**src/rtl/tms9918_pkg.sv**
```systemverilog
// Shared definitions for the TMS9918 host port: FSM encoding, VRAM width, control-byte flags.
package tms9918_pkg;

    localparam int VRAM_ADDR_W = 14;

    // Flag positions in the second control byte, MSB-first numbering.
    localparam int CTL_REG_BIT   = 0;
    localparam int CTL_WRITE_BIT = 1;

    typedef enum logic [1:0] {
        ST_IDLE  = 2'd0,
        ST_MEMRD = 2'd1,
        ST_MEMWR = 2'd2
    } cpuif_state_e;

endpackage

```
**src/rtl/tms9918_cpuif.sv**
```systemverilog
// TMS9918 CPU port: control/data byte decode, address latch, auto-increment VRAM pointer, read-ahead buffer.
// Results one cycle after the strobe; cpu_ready stays low from request issue through the mem_ack cycle.
module tms9918_cpuif
    import tms9918_pkg::*;
#(
    parameter int ADDR_W = VRAM_ADDR_W
) (
    input  logic              clk,
    input  logic              reset,
    input  logic              cpu_mode,
    input  logic              cpu_wr,
    input  logic              cpu_rd,
    input  logic [0:7]        cpu_wdata,
    output logic [0:7]        cpu_rdata,
    output logic              cpu_ready,
    output logic [0:2]        reg_addr,
    output logic [0:7]        reg_wdata,
    output logic              reg_wstrobe,
    input  logic [0:7]        reg_rdata,
    output logic              reg_rstrobe,
    output logic              mem_req,
    output logic              mem_we,
    output logic [0:ADDR_W-1] mem_addr,
    output logic [0:7]        mem_wdata,
    input  logic              mem_ack,
    input  logic [0:7]        mem_rdata
);

    localparam int HI_W = ADDR_W - 8;

    cpuif_state_e      state_q, state_d;
    logic [0:ADDR_W-1] addr_q, addr_d;
    logic              latched_q, latched_d;
    logic [0:7]        first_q, first_d;
    logic [0:7]        rbuf_q, rbuf_d;
    logic [0:7]        cpu_rdata_q, cpu_rdata_d;
    logic [0:2]        reg_addr_q, reg_addr_d;
    logic [0:7]        reg_wdata_q, reg_wdata_d;
    logic              reg_wstrobe_q, reg_wstrobe_d;
    logic              mem_we_q, mem_we_d;
    logic [0:ADDR_W-1] mem_addr_q, mem_addr_d;
    logic [0:7]        mem_wdata_q, mem_wdata_d;
    logic [0:ADDR_W-1] setup_addr;

    // Second address byte supplies the high bits; the low byte comes from the first byte already in addr.
    assign setup_addr = {cpu_wdata[8-HI_W:7], addr_q[ADDR_W-8:ADDR_W-1]};

    assign cpu_ready   = (state_q == ST_IDLE);
    assign mem_req     = (state_q != ST_IDLE);
    assign cpu_rdata   = cpu_rdata_q;
    assign reg_addr    = reg_addr_q;
    assign reg_wdata   = reg_wdata_q;
    assign reg_wstrobe = reg_wstrobe_q;
    assign mem_we      = mem_we_q;
    assign mem_addr    = mem_addr_q;
    assign mem_wdata   = mem_wdata_q;

    always_comb begin
        state_d       = state_q;
        addr_d        = addr_q;
        latched_d     = latched_q;
        first_d       = first_q;
        rbuf_d        = rbuf_q;
        cpu_rdata_d   = cpu_rdata_q;
        reg_addr_d    = reg_addr_q;
        reg_wdata_d   = reg_wdata_q;
        reg_wstrobe_d = 1'b0;
        mem_we_d      = mem_we_q;
        mem_addr_d    = mem_addr_q;
        mem_wdata_d   = mem_wdata_q;
        reg_rstrobe   = 1'b0;

        case (state_q)
            ST_IDLE: begin
                if (cpu_wr) begin
                    if (cpu_mode) begin
                        if (!latched_q) begin
                            first_d                       = cpu_wdata;
                            addr_d[ADDR_W-8:ADDR_W-1]     = cpu_wdata;
                            latched_d                     = 1'b1;
                        end else begin
                            latched_d = 1'b0;
                            if (cpu_wdata[CTL_REG_BIT]) begin
                                reg_addr_d    = cpu_wdata[5:7];
                                reg_wdata_d   = first_q;
                                reg_wstrobe_d = 1'b1;
                            end else if (cpu_wdata[CTL_WRITE_BIT]) begin
                                addr_d = setup_addr;
                            end else begin
                                state_d    = ST_MEMRD;
                                mem_we_d   = 1'b0;
                                mem_addr_d = setup_addr;
                                addr_d     = setup_addr + ADDR_W'(1);
                            end
                        end
                    end else begin
                        state_d     = ST_MEMWR;
                        mem_we_d    = 1'b1;
                        mem_addr_d  = addr_q;
                        mem_wdata_d = cpu_wdata;
                        rbuf_d      = cpu_wdata;
                        addr_d      = addr_q + ADDR_W'(1);
                        latched_d   = 1'b0;
                    end
                end else if (cpu_rd) begin
                    latched_d = 1'b0;
                    if (cpu_mode) begin
                        cpu_rdata_d = reg_rdata;
                        reg_rstrobe = 1'b1;
                    end else begin
                        cpu_rdata_d = rbuf_q;
                        state_d     = ST_MEMRD;
                        mem_we_d    = 1'b0;
                        mem_addr_d  = addr_q;
                        addr_d      = addr_q + ADDR_W'(1);
                    end
                end
            end
            ST_MEMRD: begin
                if (mem_ack) begin
                    rbuf_d  = mem_rdata;
                    state_d = ST_IDLE;
                end
            end
            ST_MEMWR: begin
                if (mem_ack) begin
                    state_d = ST_IDLE;
                end
            end
            default: state_d = ST_IDLE;
        endcase
    end

    always_ff @(posedge clk) begin
        if (reset) begin
            state_q       <= ST_IDLE;
            addr_q        <= '0;
            latched_q     <= 1'b0;
            first_q       <= '0;
            rbuf_q        <= '0;
            cpu_rdata_q   <= '0;
            reg_addr_q    <= '0;
            reg_wdata_q   <= '0;
            reg_wstrobe_q <= 1'b0;
            mem_we_q      <= 1'b0;
            mem_addr_q    <= '0;
            mem_wdata_q   <= '0;
        end else begin
            state_q       <= state_d;
            addr_q        <= addr_d;
            latched_q     <= latched_d;
            first_q       <= first_d;
            rbuf_q        <= rbuf_d;
            cpu_rdata_q   <= cpu_rdata_d;
            reg_addr_q    <= reg_addr_d;
            reg_wdata_q   <= reg_wdata_d;
            reg_wstrobe_q <= reg_wstrobe_d;
            mem_we_q      <= mem_we_d;
            mem_addr_q    <= mem_addr_d;
            mem_wdata_q   <= mem_wdata_d;
        end
    end

endmodule

```
**config.mk**
```make
export PLATFORM = sky130hd
export DESIGN_NAME = tms9918_cpuif
export DESIGN_NICKNAME = d
export VERILOG_FILES = /design/src/rtl/tms9918_pkg.sv /design/src/rtl/tms9918_cpuif.sv
export SDC_FILE = /design/constraint.sdc
export NUM_CORES = 1
export LEC_CHECK = 0
export CORE_MARGIN = 5
export CORE_UTILIZATION = 46
export DETAILED_ROUTE_END_ITERATION = 10
export PLACE_DENSITY = 0.82
export SYNTH_ARGS = -nofsm -noshare
export SYNTH_HDL_FRONTEND = slang
export SYNTH_SLANG_ARGS = --single-unit
export TNS_END_PERCENT = 1
```
**constraint.sdc**
```tcl
create_clock -name clk -period 1.5 [get_ports clk]
set_input_delay 0.3 -clock clk [delete_from_list [all_inputs] [get_ports clk]]
set_output_delay 0.3 -clock clk [all_outputs]
set_load 0.02 [all_outputs]
```
==> results of run 1 <==
## power by group through the flow
stage          combinational (W)  sequential [W]  clock, W
2_1_floorplan           0.000710         0.00241         0
3_3_place_gp             0.00139         0.00233         0
3_5_place_dp             0.00142         0.00234         0
4_1_cts                  0.00138         0.00229   0.00167
5_1_grt                  0.00158         0.00232   0.00175
6_report                 0.00146         0.00230   0.00164
## cells in the final DEF (no fill, tap or decap), types with 3 or more instances in the layout
cell,netlist,layout
buf_6,0,5
nor2_1,53,49
mux2i_1,32,32
a21oi_2,0,7
a311oi_1,6,5
a211oi_1,18,16
clkinvlp_4,0,3
clkdlybuf4s50_1,0,27
buf_4,0,61
nor2_2,1,5
a31oi_1,5,4
dfxtp_1,76,66
nand4_1,4,4
nor3_1,9,7
nand3_1,4,3
nor2b_1,5,5
buf_12,0,3
a21oi_1,35,28
o31ai_1,4,3
o21ai_0,14,10
dlygate4sd2_1,0,44
inv_1,7,4
o21ai_1,2,6
nand2_1,77,74
xor2_1,4,4
dfxtp_2,0,9
nand2_2,0,3
clkbuf_8,0,9
## sequential cells by signal, summed over array words and instances, names as in the netlist
register / flops
mem_we: 1
reg_wstrobe: 1
state_q: 2
first_q: 8
mem_addr: 14
reg_wdata: 8
latched_q: 1
rbuf_q: 8
reg_addr: 3
cpu_rdata: 8
mem_wdata: 8
addr_q: 14
## per-layer routing
metal | vias to the layer above | part of all wire (%)
met5 | - | 0
met4 | 0 | 2.1
met3 | 18 | 6.5
met2 | 139 | 47
met1 | 1652 | 44
li1 | 1737 | -
## worst max-delay path, delay by kind of cell, from the launching register on
kind / cells / cell delay, ps
AND/OR/NAND/NOR: 3 / 340
flip-flops: 1 / 320
buffers and inverters: 2 / 180
adder cells (fa/ha/maj): 1 / 190
## cells by family (layout without fill, tap and decap cells)
kind of cell | Yosys count | after routing | synth area share [%]
and+or+nand+nor | 176 | 176 | 23.43
AOI/OAI and AO/OA | 97 | 97 | 17.66
DFF | 76 | 76 | 43.03
buffers and inverters | 38 | 165 | 4.530
muxes | 32 | 32 | 9.059
xor gates and xnor gates | 5 | 5 | 1.238
adders and majority gates | 3 | 3 | 1.062
## worst min-delay path by stage
stage | from | to | slack [ps] | cells past startpoint
3_5_place_dp | first_q[7]$_SDFFE_PP0P_ | reg_wdata[7]$_SDFFE_PP0P_ | 440 | 2
5_1_grt | reset | mem_wdata[7]$_SDFFE_PP0P_ | 450 | 3
6_report | reset | mem_wdata[7]$_SDFFE_PP0P_ | 440 | 3
2_1_floorplan | first_q[1]$_SDFFE_PP0P_ | reg_wdata[1]$_SDFFE_PP0P_ | 430 | 2
4_1_cts | reset | mem_addr[13]$_SDFFE_PP0P_ | 430 | 3
3_3_place_gp | first_q[0]$_SDFFE_PP0P_ | reg_wdata[0]$_SDFFE_PP0P_ | 440 | 2
## area by class of cell
class	count	area (sq um)
well taps	102	127.6
flip-flops and latches	76	1536
clock buffers	9	123.9
fillers	635	2452
repair buffers	142	1240
clock inverters	7	82.58
inverters	7	30.03
multi-input cells	313	2014
## repair_timing
action / 4_1_cts / 5_1_grt
pin swaps: 8 / 8
endpoints found under the setup margin: 106 / 69
setup buffers: 0 / 1
resized for setup: 69 / 40
## stage by stage
| step | hold WS [ps] | setup WS (ps) | TNS [ps] | util [%] | area, sq um |
|---|---|---|---|---|---|
| 4_1_cts | 425.5 | -174.7 | -2798 | 66.02 | 5022 |
| 3_3_place_gp | 441.5 | -463.2 | -26270 | 63.63 | 4841 |
| 5_1_grt | 448.8 | -250.3 | -8494 | 67.76 | 5155 |
| 2_1_floorplan | 432.1 | -166.5 | -4373 | - | 3581 |
| 6_report | 438.1 | -194.1 | -3668 | 67.76 | 5155 |
| 3_5_place_dp | 443.4 | -507.5 | -29200 | 63.63 | 4841 |
==> metrics, run 1 <==
core area 0.007607 sq mm; worst setup margin -194.1 ps; Residual DRC 0; Mapped Area 0.003536 sq mm; post-synthesis net count 460; Antenna diodes 0; Final Hold Vio Count 0; CTS tree built; CP Capture Type output pin; FF-to-FF path depth 7; vias in the first global route 3,419; Nets 582; RSZ-0062 raised after global routing yes; Seq pwr share 42.6%; status complete, but fails checks; grt met1 use 28.19%; worst vdd ir 651.3 uV; global-route wire length before repair 16,970 um; power consumption 0.005397 W; CP peak stage delay 320 ps; max cap viols 0; CP startpoint state_q[1]$_SDFFE_PP0P_; Routed WL per cell 15.72 um; Period minus WS final 1694 ps; layout cells sized above 1 25.45%; root buffer cell clkbuf_8; Seq/Total Area, Yosys 43.03%; grt ovf 0; largest net degree at the start of global routing 77; Main synth FF type dfxtp_1; Mean Syn Cell Area 8.281 sq um; relative slew slack 76.50%; TritonCTS buffer count 9; Post-synth top cells nand2_1 (77), dfxtp_1 (76), nor2_1 (53); CTS H-Tree Depth 3; largest cells by area after synthesis dfxtp_1 (43%), mux2i_1 (9.1%), nand2_1 (8.2%); biggest area consumer among synthesized cells dfxtp_1; Worst path slowest cell dfxtp_2; critical path arrival 1390 ps; clock skew 8.890 ps; initial drt markers 149; placed cell count 639; Area growth syn-to-layout 45.79%; flop-to-flop setup slack -110 ps; reg2reg end reg_addr[2]$_SDFFE_PP0P_; Clk pwr share 30.3%; r2r startpoint state_q[1]$_SDFFE_PP0P_; clk buf depth 2; failing checks negative setup slack; worst setup path class reg -> out; fmax 590.3 MHz; worst-margin pin slew 352.5 ps; fraction of power spent switching nets 32.04%; Final GP Congestion 0.8943; Psw 0.001729 W; die height 97.68 um; Die X 97.68 um; Vias 3,546; initial core utilization 46.48%; final antenna-violating net count 0; Worst setup SP type flip-flop; async set or reset register ratio after synthesis 0%; Yosys reg bits 76; Pwr per Cell Area 1047 mW/mm^2; Reg clk slew, reported paths 90 ps; busiest metal layer after global routing met2; initial antenna violation count 0; row count 32; Hold Path Class in -> reg; Routed WL 10,310 um; 1st-pass router iterations 5; Tot GR Track Use 21.55%; fin crit share 112.9%; met2 usage 34.95%; worst skew pair latency 360 ps; Port-buffer cells 75; Post-synth EDFFs 0; Post-Syn Instances 427; most frequent cell after synthesis nand2_1; post-synth top area share 43.03%; crit-path cells inv_2 > ha_4 > nand2_2 > nor2_2 > and2_4 > buf_6; CP Capture Point reg_rstrobe; yosys warns 0; Slew Limit Fails 0; met3 Resource Use GR 4.092%; die area 0.009540 sq mm; Ports 76; hold_buf cts 0; Max FO, Critical Path 5; final setup violating endpoints 57; # clock sinks 76; required time of the critical path 1200 ps; Post-Layout Cell Count 656; Internal Power 0.003668 W; Leak Pwr 2.161 nW; post-synth cell types 48; routed vias/inst 5.405; Comb pwr share 27.1%; dpl hpwl 7103 um
Power figures use the tool's default switching activity.
==> inputs of run 2 (changes only) <==
- CORE_ASPECT_RATIO: not set -> 1.25
==> run 2 against run 1 <==
The flow still finishes with violations (negative setup slack). Global-route usage grew 1.5 points. Largest power group unchanged. Register-to-register slack lost 40 ps. First-iteration DRC count grew 58%. Critical path type is now reg -> reg.
==> metrics, run 2 (same netlist as run 1, synthesis figures left out) <==
die height 108.0 um; Nets 582; most common cell after layout, fill and taps aside nand2_1; Vias 3,596; final setup violating endpoints 52; 1st-pass router iterations 5; Leak Pwr 2.177 nW; Ports 76; Worst setup SP type flip-flop; Tot GR Track Use 23.06%; Antenna diodes 0; Reg clk slew, reported paths 90 ps; fin crit share 110.1%; failing checks negative setup slack; Slew Limit Fails 0; M1 WL 4515 um; end-of-flow core utilization 68.97%; global-route wire length before repair 17,280 um; grt ovf 0; largest net degree at the start of global routing 77; initial antenna violation count 0; Met3 Wirelength 837 um; worst skew pair latency 360 ps; dpl hpwl 7306 um; row count 35; RSZ-0062 raised after global routing yes; Port-buffer cells 75; TritonCTS buffer count 9; Residual DRC 0; layout cells sized above 1 23.83%; placed cell count 621; # clock sinks 76; Pwr per Cell Area 1062 mW/mm^2; highest metal used met4; vias in the first global route 3,607; final antenna-violating net count 0; CTS H-Tree Depth 3; worst-margin pin slew 417.5 ps; Final Hold Vio Count 0; core area 0.007445 sq mm; commonest cells after routing, fill and taps aside nand2_1 (72), dfxtp_1 (71), buf_4 (58); Max FO, Critical Path 6; clock skew 15.47 ps; status complete, but fails checks; critical path arrival 1900 ps; required time of the critical path 1750 ps; CTS tree built; Area growth syn-to-layout 45.22%; Period minus WS final 1652 ps; Final GP Congestion 0.8559; Routed WL 10,910 um; clk buf depth 2; routed vias/inst 5.567; worst setup path class reg -> reg; fmax 605.5 MHz; hold path depth 4; initial core utilization 47.50%; worst setup margin -151.6 ps; metal2 WL 5307 um; Hold Path Class in -> reg; worst vdd ir 801.8 uV; Die X 88.42 um; max cap viols 0; die area 0.009551 sq mm; CP Capture Type flip-flop; root buffer cell clkbuf_8; Post-Layout Cell Count 646; relative slew slack 72.17%; Routed WL per cell 16.89 um; FF-to-FF path depth 8; initial drt markers 235
==> run 2: routing by layer <==
layer	up-vias	global-route usage [%]
met1	1663	28.67
met3	27	5.945
met2	162	35.99
met4	0	12.74
li1	1744	-
met5	-	0
==> run 2: cell type report <==
class                   count  area (sq um)
well taps                  92         115.1
repair buffers            140          1242
flip-flops and latches     76          1528
fillers                   599          2310
inverters                   7         30.03
clock inverters             7         82.58
multi-input cells         315          2013
clock buffers               9         123.9
==> run 2: what timing repair did <==
action / in CTS / in global routing
endpoints found under the setup margin: 105 / 70
buffers inserted: 5 / 1
gates cloned: 1 / 2
pin swaps: 35 / 8
hold buffers: 0 / 0
resized for setup: 85 / 26
==> run 2: worst paths after layout <==
check / start / end / slack [ps]
setup / recovery: state_q[0]$_SDFFE_PP0P_ / reg_wdata[4]$_SDFFE_PP0P_ / -150
hold / removal: cpu_wdata[1] / first_q[1]$_SDFFE_PP0P_ / 420
setup reg to reg: state_q[0]$_SDFFE_PP0P_ / reg_wdata[4]$_SDFFE_PP0P_ / -150
hold reg to reg: reg_wdata[7]$_SDFFE_PP0P_ / reg_wdata[7]$_SDFFE_PP0P_ / 460
==> run 2: report_power, final <==
group          switching [W]  internal, W  total, W
logic               0.000806     0.000720   0.00153
registers          0.0000995      0.00219   0.00229
clock network       0.000846     0.000794   0.00164
total                0.00175      0.00370   0.00545
==> run 2: metrics by stage <==
| stage | worst slack (ps) | hold slack, ps | TNS (ps) | instance area, sq um | power, W |
|---|---|---|---|---|---|
| 3_3_place_gp | -547.8 | 445.6 | -25570 | 4781 | 0.003720 |
| 6_report | -151.6 | 421.4 | -3361 | 5135 | 0.005455 |
| 2_1_floorplan | -166.5 | 432.1 | -4373 | 3581 | 0.003121 |
| 5_1_grt | -202.5 | 439.6 | -8631 | 5135 | 0.005711 |
| 4_1_cts | -144.3 | 423.5 | -3338 | 5056 | 0.005424 |
| 3_5_place_dp | -644.0 | 445.5 | -28960 | 4781 | 0.003764 |
==> run 2: critical path, stage by stage (launching register included) <==
cell and delay (ps):
dfxtp_2 330, inv_2 60, ha_4 150, buf_12 120
clkinvlp_4 140, buf_6 170, or3_4 420, nand2_1 80
a21oi_1 60
